[src/rtl/pattern_sequencer_pkg.sv]
// Shared types and constants for the 240p suite pattern sequencer.
package pattern_sequencer_pkg;

  typedef enum logic [1:0] {
    IDLE,
    ARMED,
    COMMIT,
    HOLD
  } seq_state_t;

  localparam int unsigned DEF_NUM_PATTERNS = 12;
  localparam int unsigned FRAME_CNT_W      = 16;

  localparam int unsigned PAT_BORDER    = 0;
  localparam int unsigned PAT_COLORBARS = 1;
  localparam int unsigned PAT_GRID      = 2;
  localparam int unsigned PAT_MONOSCOPE = 3;

endpackage

[src/rtl/pattern_sequencer_if.sv]
// Pattern-sequencer signal bundle: slave = sequencer, master = driver/observer.
interface pattern_sequencer_if
  import pattern_sequencer_pkg::*;
#(
  parameter int unsigned SEL_W = 4
) ();

  logic                   vblank;
  logic                   btn_next;
  logic                   btn_prev;
  logic                   auto_en;
  logic [SEL_W-1:0]       pattern_sel;
  logic                   pattern_stb;
  logic [FRAME_CNT_W-1:0] frame_cnt;
  logic                   busy;

  modport master (
    output vblank, btn_next, btn_prev, auto_en,
    input  pattern_sel, pattern_stb, frame_cnt, busy
  );

  modport slave (
    input  vblank, btn_next, btn_prev, auto_en,
    output pattern_sel, pattern_stb, frame_cnt, busy
  );

endinterface

[src/rtl/pattern_sequencer_btn_sync.sv]
// Raw button synchroniser: two flops, then a registered rising-edge pulse (3 clk latency).
module suite_btn_sync (
  input  logic clk,
  input  logic reset,
  input  logic btn,
  output logic pulse
);

  logic [2:0] sr;

  always_ff @(posedge clk) begin
    if (reset) begin
      sr    <= '0;
      pulse <= 1'b0;
    end else begin
      sr    <= {sr[1:0], btn};
      pulse <= sr[1] & ~sr[2];
    end
  end

endmodule

[src/rtl/pattern_sequencer.sv]
// Test-pattern selector: button changes committed only at vblank rising edge.
// Optional auto-cycle mode enabled with `define SUITE_AUTOCYCLE_EN.
module pattern_sequencer
  import pattern_sequencer_pkg::*;
#(
  parameter int unsigned NUM_PATTERNS = DEF_NUM_PATTERNS,
  parameter int unsigned SEL_W        = 4,
  parameter int unsigned HOLD_FRAMES  = 8,
  parameter int unsigned AUTO_FRAMES  = 300
) (
  input logic               clk,
  input logic               reset,
  pattern_sequencer_if.slave bus
);

  localparam int unsigned HOLD_W = (HOLD_FRAMES > 0) ? $clog2(HOLD_FRAMES + 1) : 1;
  localparam logic [HOLD_W-1:0] HOLD_INIT = HOLD_W'(HOLD_FRAMES);
  localparam logic [SEL_W-1:0]  SEL_MAX   = SEL_W'(NUM_PATTERNS - 1);

  seq_state_t             state, state_d;
  logic                   dir_up, dir_d;
  logic [HOLD_W-1:0]      hold_cnt, hold_d;
  logic                   vblank_q;
  logic                   tick;
  logic                   next_ev, prev_ev;
  logic                   auto_req;
  logic [SEL_W-1:0]       sel_q, sel_step;
  logic                   stb_q;
  logic [FRAME_CNT_W-1:0] frame_cnt_q;

  suite_btn_sync u_sync_next (.clk(clk), .reset(reset), .btn(bus.btn_next), .pulse(next_ev));
  suite_btn_sync u_sync_prev (.clk(clk), .reset(reset), .btn(bus.btn_prev), .pulse(prev_ev));

  assign tick = bus.vblank & ~vblank_q;

`ifdef SUITE_AUTOCYCLE_EN
  assign auto_req = bus.auto_en && (frame_cnt_q >= FRAME_CNT_W'(AUTO_FRAMES));
`else
  localparam int unsigned auto_frames_unused = AUTO_FRAMES;
  logic auto_en_unused;
  assign auto_en_unused = bus.auto_en;
  assign auto_req       = 1'b0;
`endif

  // Explicit compare-and-wrap keeps pattern_sel inside 0..NUM_PATTERNS-1.
  always_comb begin
    sel_step = sel_q;
    if (dir_up) sel_step = (sel_q == SEL_MAX) ? '0 : sel_q + 1'b1;
    else        sel_step = (sel_q == '0) ? SEL_MAX : sel_q - 1'b1;
  end

  always_comb begin
    state_d = state;
    dir_d   = dir_up;
    hold_d  = hold_cnt;
    case (state)
      IDLE: begin
        if (next_ev ^ prev_ev) begin
          state_d = ARMED;
          dir_d   = next_ev;
        end else if (!next_ev && !prev_ev && auto_req) begin
          state_d = ARMED;
          dir_d   = 1'b1;
        end
      end
      ARMED: begin
        if (tick) state_d = COMMIT;
      end
      COMMIT: begin
        hold_d  = HOLD_INIT;
        state_d = (HOLD_FRAMES == 0) ? IDLE : HOLD;
      end
      HOLD: begin
        if (hold_cnt == '0) state_d = IDLE;
        else if (tick)      hold_d  = hold_cnt - 1'b1;
      end
      default: state_d = IDLE;
    endcase
  end

  always_ff @(posedge clk) begin
    if (reset) begin
      state       <= IDLE;
      dir_up      <= 1'b0;
      hold_cnt    <= '0;
      vblank_q    <= 1'b0;
      sel_q       <= '0;
      stb_q       <= 1'b0;
      frame_cnt_q <= '0;
    end else begin
      state    <= state_d;
      dir_up   <= dir_d;
      hold_cnt <= hold_d;
      vblank_q <= bus.vblank;
      stb_q    <= (state == COMMIT);
      if (state == COMMIT) begin
        sel_q       <= sel_step;
        frame_cnt_q <= '0;
      end else if (tick && (frame_cnt_q != '1)) begin
        frame_cnt_q <= frame_cnt_q + 1'b1;
      end
    end
  end

  assign bus.pattern_sel = sel_q;
  assign bus.pattern_stb = stb_q;
  assign bus.frame_cnt   = frame_cnt_q;
  assign bus.busy        = (state != IDLE);

endmodule

[src/flat_wrapper.sv]
// flat-port wrapper written by rule: the top's interface ports become plain ports
module pattern_sequencer_flat import pattern_sequencer_pkg::*;
#(
  parameter int unsigned NUM_PATTERNS = DEF_NUM_PATTERNS,
  parameter int unsigned SEL_W        = 4,
  parameter int unsigned HOLD_FRAMES  = 8,
  parameter int unsigned AUTO_FRAMES  = 300
)
  (clk, reset, bus_vblank, bus_btn_next, bus_btn_prev, bus_auto_en, bus_pattern_sel, bus_pattern_stb, bus_frame_cnt, bus_busy);
  pattern_sequencer_if #(.SEL_W(SEL_W)) bus_i ();
  input logic clk;
  input logic reset;
  input wire logic [$bits(bus_i.vblank)-1:0] bus_vblank;
  input wire logic [$bits(bus_i.btn_next)-1:0] bus_btn_next;
  input wire logic [$bits(bus_i.btn_prev)-1:0] bus_btn_prev;
  input wire logic [$bits(bus_i.auto_en)-1:0] bus_auto_en;
  output wire logic [$bits(bus_i.pattern_sel)-1:0] bus_pattern_sel;
  output wire logic [$bits(bus_i.pattern_stb)-1:0] bus_pattern_stb;
  output wire logic [$bits(bus_i.frame_cnt)-1:0] bus_frame_cnt;
  output wire logic [$bits(bus_i.busy)-1:0] bus_busy;
  assign bus_i.vblank = bus_vblank;
  assign bus_i.btn_next = bus_btn_next;
  assign bus_i.btn_prev = bus_btn_prev;
  assign bus_i.auto_en = bus_auto_en;
  assign bus_pattern_sel = bus_i.pattern_sel;
  assign bus_pattern_stb = bus_i.pattern_stb;
  assign bus_frame_cnt = bus_i.frame_cnt;
  assign bus_busy = bus_i.busy;
  pattern_sequencer #(.NUM_PATTERNS(NUM_PATTERNS), .SEL_W(SEL_W), .HOLD_FRAMES(HOLD_FRAMES), .AUTO_FRAMES(AUTO_FRAMES)) u_core (.clk(clk), .reset(reset), .bus(bus_i));
endmodule
[config.mk]
export PLATFORM = sky130hd
export DESIGN_NAME = pattern_sequencer_flat
export DESIGN_NICKNAME = d
export VERILOG_FILES = /design/src/rtl/pattern_sequencer_pkg.sv /design/src/rtl/pattern_sequencer_if.sv /design/src/rtl/pattern_sequencer_btn_sync.sv /design/src/rtl/pattern_sequencer.sv /design/src/flat_wrapper.sv
export SDC_FILE = /design/constraint.sdc
export NUM_CORES = 1
export LEC_CHECK = 0
export BUFFER_PORTS_ARGS = -buffer_cell sky130_fd_sc_hd__buf_2
export CAP_MARGIN = 20
export CORE_ASPECT_RATIO = 1.25
export CORE_MARGIN = 3
export CORE_UTILIZATION = 63
export CTS_BUF_LIST = sky130_fd_sc_hd__clkbuf_4 sky130_fd_sc_hd__clkbuf_8
export DETAILED_ROUTE_END_ITERATION = 6
export PLACE_DENSITY = 0.92
export SETUP_SLACK_MARGIN = 0.05
export SLEW_MARGIN = 20
export SYNTH_ARGS = -nofsm -noshare
export SYNTH_HDL_FRONTEND = slang
export SYNTH_SLANG_ARGS = --single-unit
export TNS_END_PERCENT = 100
[constraint.sdc]
create_clock -name clk -period 4.2 [get_ports clk]
set_input_delay 0.21 -clock clk [delete_from_list [all_inputs] [get_ports clk]]
set_output_delay 0.21 -clock clk [all_outputs]
set_load 0.02 [all_outputs]
==> results.sh, run 1 <==
export IMPL_core_area_mm2=0.002759
export IMPL_synth_cell_types=54
export IMPL_slowest_stage="nor2_1"
export IMPL_cp_cell_sequence="inv_1, ha_1, nor2_1, o311ai_0, o41ai_1"
export IMPL_fmax_mhz=522.9
export IMPL_pwr_share_seq_pct=45.1
export IMPL_grt_max_degree=24
export IMPL_antennaDiodeCount=0
export IMPL_gr_usage_all_layers_pct=25.27
export IMPL_grt_pass1_vias=1472
export IMPL_cts_tree="done"
export IMPL_drt_total_wl_mm=3.964
export IMPL_cts_setup_buffers=0
export IMPL_power_per_cell_area_mw_per_mm2=420.4
export IMPL_grt_pass1_wl_mm=6.775
export IMPL_p_comb_share_pct=20.5
export IMPL_synth_warnings=0
export IMPL_slowest_delay_ns=0.63
export IMPL_first_pass_iters=4
export IMPL_nFillCells=216
export IMPL_maxCapViolCount=0
export IMPL_worst_pin_slew_ns=0.7562
export IMPL_synthTopCellsByArea="dfxtp_1, ha_1, a21oi_1, nor2b_1, nand2_1"
export IMPL_io_buffers=26
export IMPL_worstSetupPathType="flop to flop"
export IMPL_ys_ff_latch=37
export IMPL_seqCellArea_um2=740.7
export IMPL_die_x_um=54.72
export IMPL_clock_latency_ns=0.35
export IMPL_hold_viol=0
export IMPL_finalCritPeriodShare_pct=45.53
export IMPL_wl_per_cell_um=14.52
export IMPL_syn_nets=225
export IMPL_vdd_drop_max_mv=0.4668
export IMPL_fin_nets=252
export IMPL_ys_seq_area_share_pct=39.63
export IMPL_synthArstFlopShare_pct=0
export IMPL_hpwlAfterDp_mm=2.740
export IMPL_areaGrowthSynthToFinish_pct=12.92
export IMPL_finalClockSkew_ns=0.006399
export IMPL_postSynthAreaPerCell_um2=8.859
export IMPL_swShare_pct=29.38
export IMPL_ant_nets=0
export IMPL_antenna_found_initial=0
export IMPL_rsz0062_at_grt="false"
export IMPL_cp_arrival_ns=2.16
export IMPL_ys_flop_type="dfxtp_1"
export IMPL_critPathMaxFanout=12
export IMPL_place_gp_congestion=0.7374
export IMPL_path_clk_slew_ns=0.11
export IMPL_p_int_uw=626.7
export IMPL_clockPowerShare_pct=34.4
export IMPL_cts_root_buffer="clkbuf_4"
export IMPL_cts_resized=0
export IMPL_synthTopCellsByCount="dfxtp_1, a21oi_1, nand2_1"
export IMPL_viasPerCell=6.099
export IMPL_place_inst=265
export IMPL_cts_sinks=37
export IMPL_slew_violations=0
export IMPL_fin_tns_setup_ns=0
export IMPL_fin_crit_ns=1.912
export IMPL_htreeDepth=2
export IMPL_drc=0
export IMPL_die_h_um=66.90
export IMPL_power_switching_uw=260.7
export IMPL_synth_most_common_cell="dfxtp_1"
export IMPL_syn_instance_count=211
export IMPL_fp_dieArea_mm2=0.003661
export IMPL_status="finished, final reports clean"
export IMPL_min_path_type="input pin to flop"
export IMPL_synth_edf_count=0
export IMPL_rows=21
export IMPL_start_util_pct=67.76
export IMPL_endpoint_kind="flop"
export IMPL_final_cells=273
export IMPL_startpoint_type="flop"
export IMPL_multiInputGateArea_mm2=0.001054
export IMPL_cts_buffer_depth=2
export IMPL_leakagePower_nw=0.8769
export IMPL_ios=28
export IMPL_critPathRequiredTime_ns=4.45
export IMPL_hold_buffers=0
export IMPL_grt_overflow=0
export IMPL_setup_violations=0
export IMPL_first_iter_violations=46
export IMPL_synth_area_mm2=0.001869
export IMPL_synth_top_cell_area_share_pct=39.63
export IMPL_layout_drive_gt1_share_pct=20.08
export IMPL_maxSlewHeadroom_pct=49.40
export IMPL_vias=1665
export IMPL_numCtsBuffers=5
export IMPL_post_synth_top_area_cell="dfxtp_1"
power groups by stage:
stage / Clock, mW / Sequential (mW) / Combinational, mW
floorplan: 0 / 0.412 / 0.126
global placement: 0 / 0.406 / 0.171
detailed placement: 0 / 0.407 / 0.180
CTS: 0.309 / 0.399 / 0.182
global route: 0.323 / 0.404 / 0.208
finish: 0.305 / 0.400 / 0.182
worst paths after layout:
check	start	end	slack, ns	cells past startpoint
hold / removal	bus_btn_next	u_core.u_sync_next.sr[0]$_SDFF_PP0_	0.06	2
setup reg to reg	u_core.state[0]$_SDFFE_PP0P_	u_core.bus.frame_cnt[6]$_SDFFE_PP0P_	2.29	5
setup / recovery	u_core.state[0]$_SDFFE_PP0P_	u_core.bus.frame_cnt[6]$_SDFFE_PP0P_	2.29	5
hold reg to reg	u_core.u_sync_next.sr[2]$_SDFF_PP0_	u_core.u_sync_next.pulse$_SDFF_PP0_	0.40	1
kinds of logic after synthesis:
family          synth area share (%)
simple gates                   27.58
compound gates                 20.88
flops                          39.63
buf+inv                        4.016
fa+ha+maj                      5.355
mux                            1.606
xor+xnor                      0.9373
stage by stage:
step                      power [mW]  setup slack (ns)  hold slack [ns]  instance area [um^2]  util [%]
after global placement        0.5775             2.363           0.3753                  2008     72.79
after detailed placement      0.5870             2.324           0.3741                  2008     72.79
final                         0.8874             2.288          0.05914                  2111     76.51
after CTS                     0.8904             2.302          0.04514                  2111     76.51
after global routing          0.9351             2.038          0.06259                  2111     76.51
after floorplan               0.5387             2.389           0.2891                  1869         -
critical path: cells and delay by family (launching register included):
| kind | cells | cell delay, ns |
|---|---|---|
| simple gates | 1 | 0.63 |
| flops | 1 | 0.41 |
| compound gates | 2 | 0.38 |
| fa+ha+maj | 1 | 0.31 |
| buf+inv | 1 | 0.08 |
cell type report:
cell class              count  share of cell area (%)
well taps                  34                   2.015
multi-input cells         157                   49.91
flip-flops and latches     37                   35.09
clock buffers               5                   1.778
inverters                  11                   1.956
clock inverters             3                   3.082
repair buffers             26                   6.165
per-layer routing:
| metal | share of wire, % | track usage, % |
|---|---|---|
| met3 | 4.5 | 7.159 |
| met4 | 1.6 | 8.411 |
| met2 | 51 | 42.60 |
| met1 | 43 | 29.64 |
| met5 | 0 | 0 |
layout by cell type, fill, tap and decap left out, types with 3 or more instances in the layout:
cell      instances
dfxtp_1          37
or4_1             4
or2_2             3
nand3_1           9
o41ai_1           3
a31oi_1           6
nor2b_1          11
or3_1             3
nand2_1          17
clkbuf_4          5
mux2i_1           3
ha_1              8
o211ai_1          4
buf_2            26
nand2b_1          5
o31ai_1           4
nor2_1           11
inv_1            11
o21ai_0           7
a21oi_1          17
state kept, by name, indices dropped and copies added, names as in the netlist:
name	cells
u_core.u_sync_next.sr	3
u_core.u_sync_prev.pulse	1
u_core.state	2
u_core.dir_up	1
u_core.bus.frame_cnt	16
u_core.bus.pattern_stb	1
u_core.u_sync_prev.sr	3
u_core.hold_cnt	4
u_core.u_sync_next.pulse	1
u_core.vblank_q	1
u_core.bus.pattern_sel	4
No activity file was read; power rests on OpenSTA's default activity.
==> run 2: changes to the inputs <==
CORE_UTILIZATION = 58   (was 63)
PLACE_DENSITY = 0.86   (was 0.92)
clock period = 1.9 ns   (was 4.2 ns; I/O delays follow)
==> run 2 against run 1 <==
Against the previous run: clock skew up 0.0035 ns; highest routed layer unchanged; sequential cell count stayed put; critical endpoint is now u_core.bus.frame_cnt[15]$_SDFFE_PP0P_; power up 92%; clock power rose by 30%; global-route usage is 4.2 points lower; worst hold slack lost 0.029 ns; sequential power grew 120%.
==> results.sh, run 2 (same netlist as run 1, synthesis figures left out) <==
export IMPL_status="finished, final reports clean"
export IMPL_slowest_delay_ns=0.44
export IMPL_path_clk_slew_ns=0.11
export IMPL_grt_overflow=0
export IMPL_finalPower_mw=1.702
export IMPL_grt_max_degree=19
export IMPL_hpwlAfterDp_mm=2.804
export IMPL_cts_buffer_depth=2
export IMPL_numCtsBuffers=5
export IMPL_io_buffers=26
export IMPL_fin_nets=267
export IMPL_die_h_um=69.47
export IMPL_worstSetupPathType="flop to flop"
export IMPL_layout_drive_gt1_share_pct=24.80
export IMPL_design_area_mm2=0.002196
export IMPL_critPathMaxFanout=6
export IMPL_vdd_drop_max_mv=0.5524
export IMPL_grt_pass1_wl_mm=6.762
export IMPL_rsz0062_at_grt="false"
export IMPL_cts_sinks=37
export IMPL_cp_cell_sequence="ha_2, and2_4, a311o_1, or4_4, a21oi_2"
export IMPL_fin_crit_ns=1.769
export IMPL_drt_total_wl_mm=3.936
export IMPL_finalClockSkew_ns=0.009850
export IMPL_vias=1717
export IMPL_fin_tns_setup_ns=0
export IMPL_path_delay_family="simple AND/OR/NAND/NOR gates"
export IMPL_layout_common_cells="dfxtp_1, buf_2, nand2_1"
export IMPL_start_util_pct=62.30
export IMPL_die_x_um=56.78
export IMPL_power_per_cell_area_mw_per_mm2=775.3
export IMPL_grt_pass1_vias=1586
export IMPL_core_area_mm2=0.003000
export IMPL_startpoint_type="flop"
export IMPL_endpoint_kind="flop"
export IMPL_antennaDiodeCount=0
export IMPL_placed_area_mm2=0.002086
export IMPL_rows=22
export IMPL_slowest_stage="or4_4"
export IMPL_largest_reg_flops=16
export IMPL_slew_violations=0
export IMPL_critPathRequiredTime_ns=2.18
export IMPL_cts_root_buffer="clkbuf_4"
export IMPL_finalCritPeriodShare_pct=93.10
export IMPL_maxSlewHeadroom_pct=69.83
export IMPL_crit_buf_inv=0
export IMPL_clock_latency_ns=0.34
export IMPL_maxCapViolCount=0
export IMPL_antenna_found_initial=0
export IMPL_drc=0
export IMPL_wl_per_cell_um=13.57
export IMPL_ios=28
export IMPL_place_gp_congestion=0.7566
export IMPL_layout_commonest_cell="dfxtp_1"
export IMPL_ant_nets=0
export IMPL_htreeDepth=2
export IMPL_viasPerCell=5.921
export IMPL_first_pass_iters=4
export IMPL_leakagePower_nw=0.9242
export IMPL_nFillCells=243
export IMPL_fmax_mhz=565.3
export IMPL_gr_usage_all_layers_pct=21.12
export IMPL_setup_violations=0
export IMPL_worst_pin_slew_ns=0.4479
export IMPL_cp_arrival_ns=2.05
export IMPL_fp_dieArea_mm2=0.003944
export IMPL_cts_tree="done"
export IMPL_min_path_type="input pin to flop"
export IMPL_hold_viol=0
export IMPL_areaGrowthSynthToFinish_pct=17.47
export IMPL_first_iter_violations=81
==> run 2: area by class of cell <==
| class | instances | area, um^2 | share of cell area [%] |
|---|---|---|---|
| multi-input cells | 157 | 1064 | 48.43 |
| flip-flops and latches | 37 | 740.7 | 33.73 |
| repair buffers | 41 | 250.2 | 11.40 |
| well taps | 36 | 45.04 | 2.051 |
| inverters | 11 | 41.29 | 1.880 |
| clock buffers | 5 | 37.54 | 1.709 |
| clock inverters | 3 | 17.52 | 0.7977 |
==> run 2: final timing paths <==
path,start,end,slack (ns),depth (start not counted)
min reg2reg,u_core.u_sync_next.sr[2]$_SDFF_PP0_,u_core.u_sync_next.pulse$_SDFF_PP0_,0.39,1
max reg2reg,u_core.bus.frame_cnt[1]$_SDFFE_PP0P_,u_core.bus.frame_cnt[15]$_SDFFE_PP0P_,0.13,5
max,u_core.bus.frame_cnt[1]$_SDFFE_PP0P_,u_core.bus.frame_cnt[15]$_SDFFE_PP0P_,0.13,5
min,bus_vblank,u_core.vblank_q$_SDFF_PP0_,0.03,2
==> run 2: metrics by stage <==
step	worst slack [ns]	instances	hold WS [ns]	util, %
2_1_floorplan	0.08911	211	0.1741	-
3_3_place_gp	0.1526	277	0.3026	69.52
3_5_place_dp	0.08697	277	0.3107	69.52
4_1_cts	0.05604	288	0.01227	72.35
5_1_grt	0.06868	290	0.03474	73.19
6_report	0.1310	290	0.03028	73.19
==> run 2: where the power goes <==
part	leakage (nW)	switching, mW	internal (mW)
clock	0.0310	0.259	0.139
sequential	0.300	0.0564	0.825
combinational	0.593	0.252	0.171
total	0.924	0.567	1.14
==> run 2: what timing repair did <==
| item | 4_1_cts | 5_1_grt |
|---|---|---|
| endpoints found under the setup margin | 0 | 4 |
| hold endpoints to repair | 4 | 0 |
| hold buffers | 3 | 0 |
| resized for setup | 0 | 3 |
| buffers inserted | 0 | 2 |
==> run 2: per-layer routing <==
layer  track usage, %  wire (um)
met1            24.30       1702
met2            36.50       1991
met3            5.587        189
met4            8.505         53
met5                0          0
==> run 3: changes to the inputs <==
CORE_UTILIZATION = 63   (was 58)
PLACE_DENSITY = 0.87   (was 0.86)
clock period = 2.1 ns   (was 1.9 ns; I/O delays follow)
==> run 3 against run 2 <==
Against the previous run: first-iteration DRC count down 14%; final cell count down 4.8%; worst hold slack worse by 0.0039 ns; sequential share of layout area up 1.5 points; combinational power down 12%; largest power group unchanged; clock skew about the same; cell area down 4.3%; clock-buffer cell count up 2; global-route usage up 3.1 points; critical path depth unchanged; clock power down 2%.
==> results.sh, run 3 (same netlist as run 1, synthesis figures left out) <==
export IMPL_min_path_type="input pin to flop"
export IMPL_path_delay_family="simple AND/OR/NAND/NOR gates"
export IMPL_grtUsageMet3_pct=7.383
export IMPL_maxCapViolCount=0
export IMPL_fin_crit_ns=1.890
export IMPL_ios=28
export IMPL_fin_nets=256
export IMPL_path_clk_slew_ns=0.11
export IMPL_power_per_cell_area_mw_per_mm2=743.7
export IMPL_grt_pass1_vias=1565
export IMPL_placed_area_mm2=0.002023
export IMPL_finalPower_mw=1.563
export IMPL_critPathMaxFanout=6
export IMPL_die_h_um=66.90
export IMPL_core_area_mm2=0.002759
export IMPL_clock_latency_ns=0.34
export IMPL_final_util_pct=76.19
export IMPL_finalClockSkew_ns=0.01019
export IMPL_vias=1693
export IMPL_areaGrowthSynthToFinish_pct=12.45
export IMPL_ant_nets=0
export IMPL_fin_tns_setup_ns=0
export IMPL_pre_cts_slack_ns=0.2511
export IMPL_place_inst=267
export IMPL_numCtsBuffers=5
export IMPL_io_buffers=26
export IMPL_largest_reg_flops=16
export IMPL_start_util_pct=67.76
export IMPL_first_pass_iters=4
export IMPL_p_int_mw=1.063
export IMPL_worst_pin_slew_ns=0.5779
export IMPL_startpoint_type="flop"
export IMPL_final_cells=276
export IMPL_swShare_pct=32.02
export IMPL_antennaDiodeCount=0
export IMPL_slowest_stage="a311o_1"
export IMPL_hold_viol=0
export IMPL_fmax_mhz=529.1
export IMPL_design_area_mm2=0.002102
export IMPL_viasPerCell=6.134
export IMPL_drt_total_wl_mm=3.976
export IMPL_die_x_um=54.72
export IMPL_endpoint_kind="flop"
export IMPL_cp_cell_sequence="ha_1, and2_4, a311o_1, or4_1, a21oi_1"
export IMPL_cts_buffer_depth=2
export IMPL_slew_violations=0
export IMPL_busiest_layer="met2"
export IMPL_rows=21
export IMPL_maxSlewHeadroom_pct=61.19
export IMPL_crit_buf_inv=0
export IMPL_setup_violations=0
export IMPL_setup_slack_ns=0.2101
export IMPL_grt_pass1_wl_mm=6.548
export IMPL_grt_max_degree=24
export IMPL_vdd_drop_max_mv=0.6161
export IMPL_status="finished, final reports clean"
export IMPL_first_iter_violations=70
export IMPL_antenna_found_initial=0
export IMPL_cts_tree="done"
export IMPL_layout_drive_gt1_share_pct=20.25
export IMPL_pwr_share_seq_pct=51.2
export IMPL_critPathRequiredTime_ns=2.38
export IMPL_clockPowerShare_pct=25.1
export IMPL_rsz0062_at_grt="false"
export IMPL_worstSetupPathType="flop to flop"
export IMPL_drc=0
export IMPL_hpwlAfterDp_mm=2.934
export IMPL_slowest_delay_ns=0.43
export IMPL_cp_arrival_ns=2.17
export IMPL_finalCritPeriodShare_pct=89.99
export IMPL_r2r_slack_ns=0.21
export IMPL_fp_dieArea_mm2=0.003661
export IMPL_layout_common_cells="dfxtp_1, buf_2, nand2_1, a21oi_1"
export IMPL_cts_root_buffer="clkbuf_4"
export IMPL_grt_overflow=0
export IMPL_cts_sinks=37
export IMPL_grtUsageMet2_pct=43.79
export IMPL_htreeDepth=2
export IMPL_leakagePower_nw=0.8752
export IMPL_wl_per_cell_um=14.41
export IMPL_grtUsageMet1_pct=23.90
export IMPL_gr_usage_all_layers_pct=24.26
export IMPL_hold_slack_ns=0.02638
export IMPL_layout_commonest_cell="dfxtp_1"
export IMPL_power_switching_uw=500.6
export IMPL_p_comb_share_pct=23.7
export IMPL_place_gp_congestion=0.7942
[run 3: per-layer routing]
metal  share of wire [%]  vias up  wire (um)
met5                   0        -          0
met4                 2.5        0        101
met3                 5.0       12        200
met2                  52       47       2063
met1                  41      791       1612
li1                    -      843          -
[run 3: path summary, 6_finish.rpt]
check / from / to / depth (start not counted)
worst max-delay path: u_core.bus.frame_cnt[0]$_SDFFE_PP0P_ / u_core.bus.frame_cnt[13]$_SDFFE_PP0P_ / 5
worst min register to register: u_core.u_sync_prev.sr[2]$_SDFF_PP0_ / u_core.u_sync_prev.pulse$_SDFF_PP0_ / 1
worst min-delay path: bus_vblank / u_core.vblank_q$_SDFF_PP0_ / 2
worst max register to register: u_core.bus.frame_cnt[0]$_SDFFE_PP0P_ / u_core.bus.frame_cnt[13]$_SDFFE_PP0P_ / 5
[run 3: power groups by stage]
stage	Sequential [mW]	Combinational (mW)	Clock, mW
floorplan	0.825	0.253	0
global placement	0.808	0.345	0
detailed placement	0.815	0.368	0
CTS	0.799	0.371	0.397
global route	0.806	0.420	0.428
finish	0.800	0.371	0.392
[run 3: repair_timing]
| item | in CTS | in global routing |
|---|---|---|
| endpoints found under the hold margin | 2 | 0 |
| gates resized for setup | 0 | 0 |
| hold buffers | 2 | 0 |
| setup buffers | 0 | 0 |
[run 3: layout make-up]
cell class	instances	area, um^2
clock buffers	7	58.81
fillers	212	656.9
inverters	11	41.29
multi-input cells	157	1054
flip-flops and latches	37	740.7
well taps	34	42.54
repair buffers	30	165.2
[run 3: worst reg2reg max path, cell delays in order (launching register included)]
cell     delay, ns
dfxtp_1       0.38
ha_1          0.26
and2_4        0.19
a311o_1       0.43
or4_1         0.43
a21oi_1       0.15
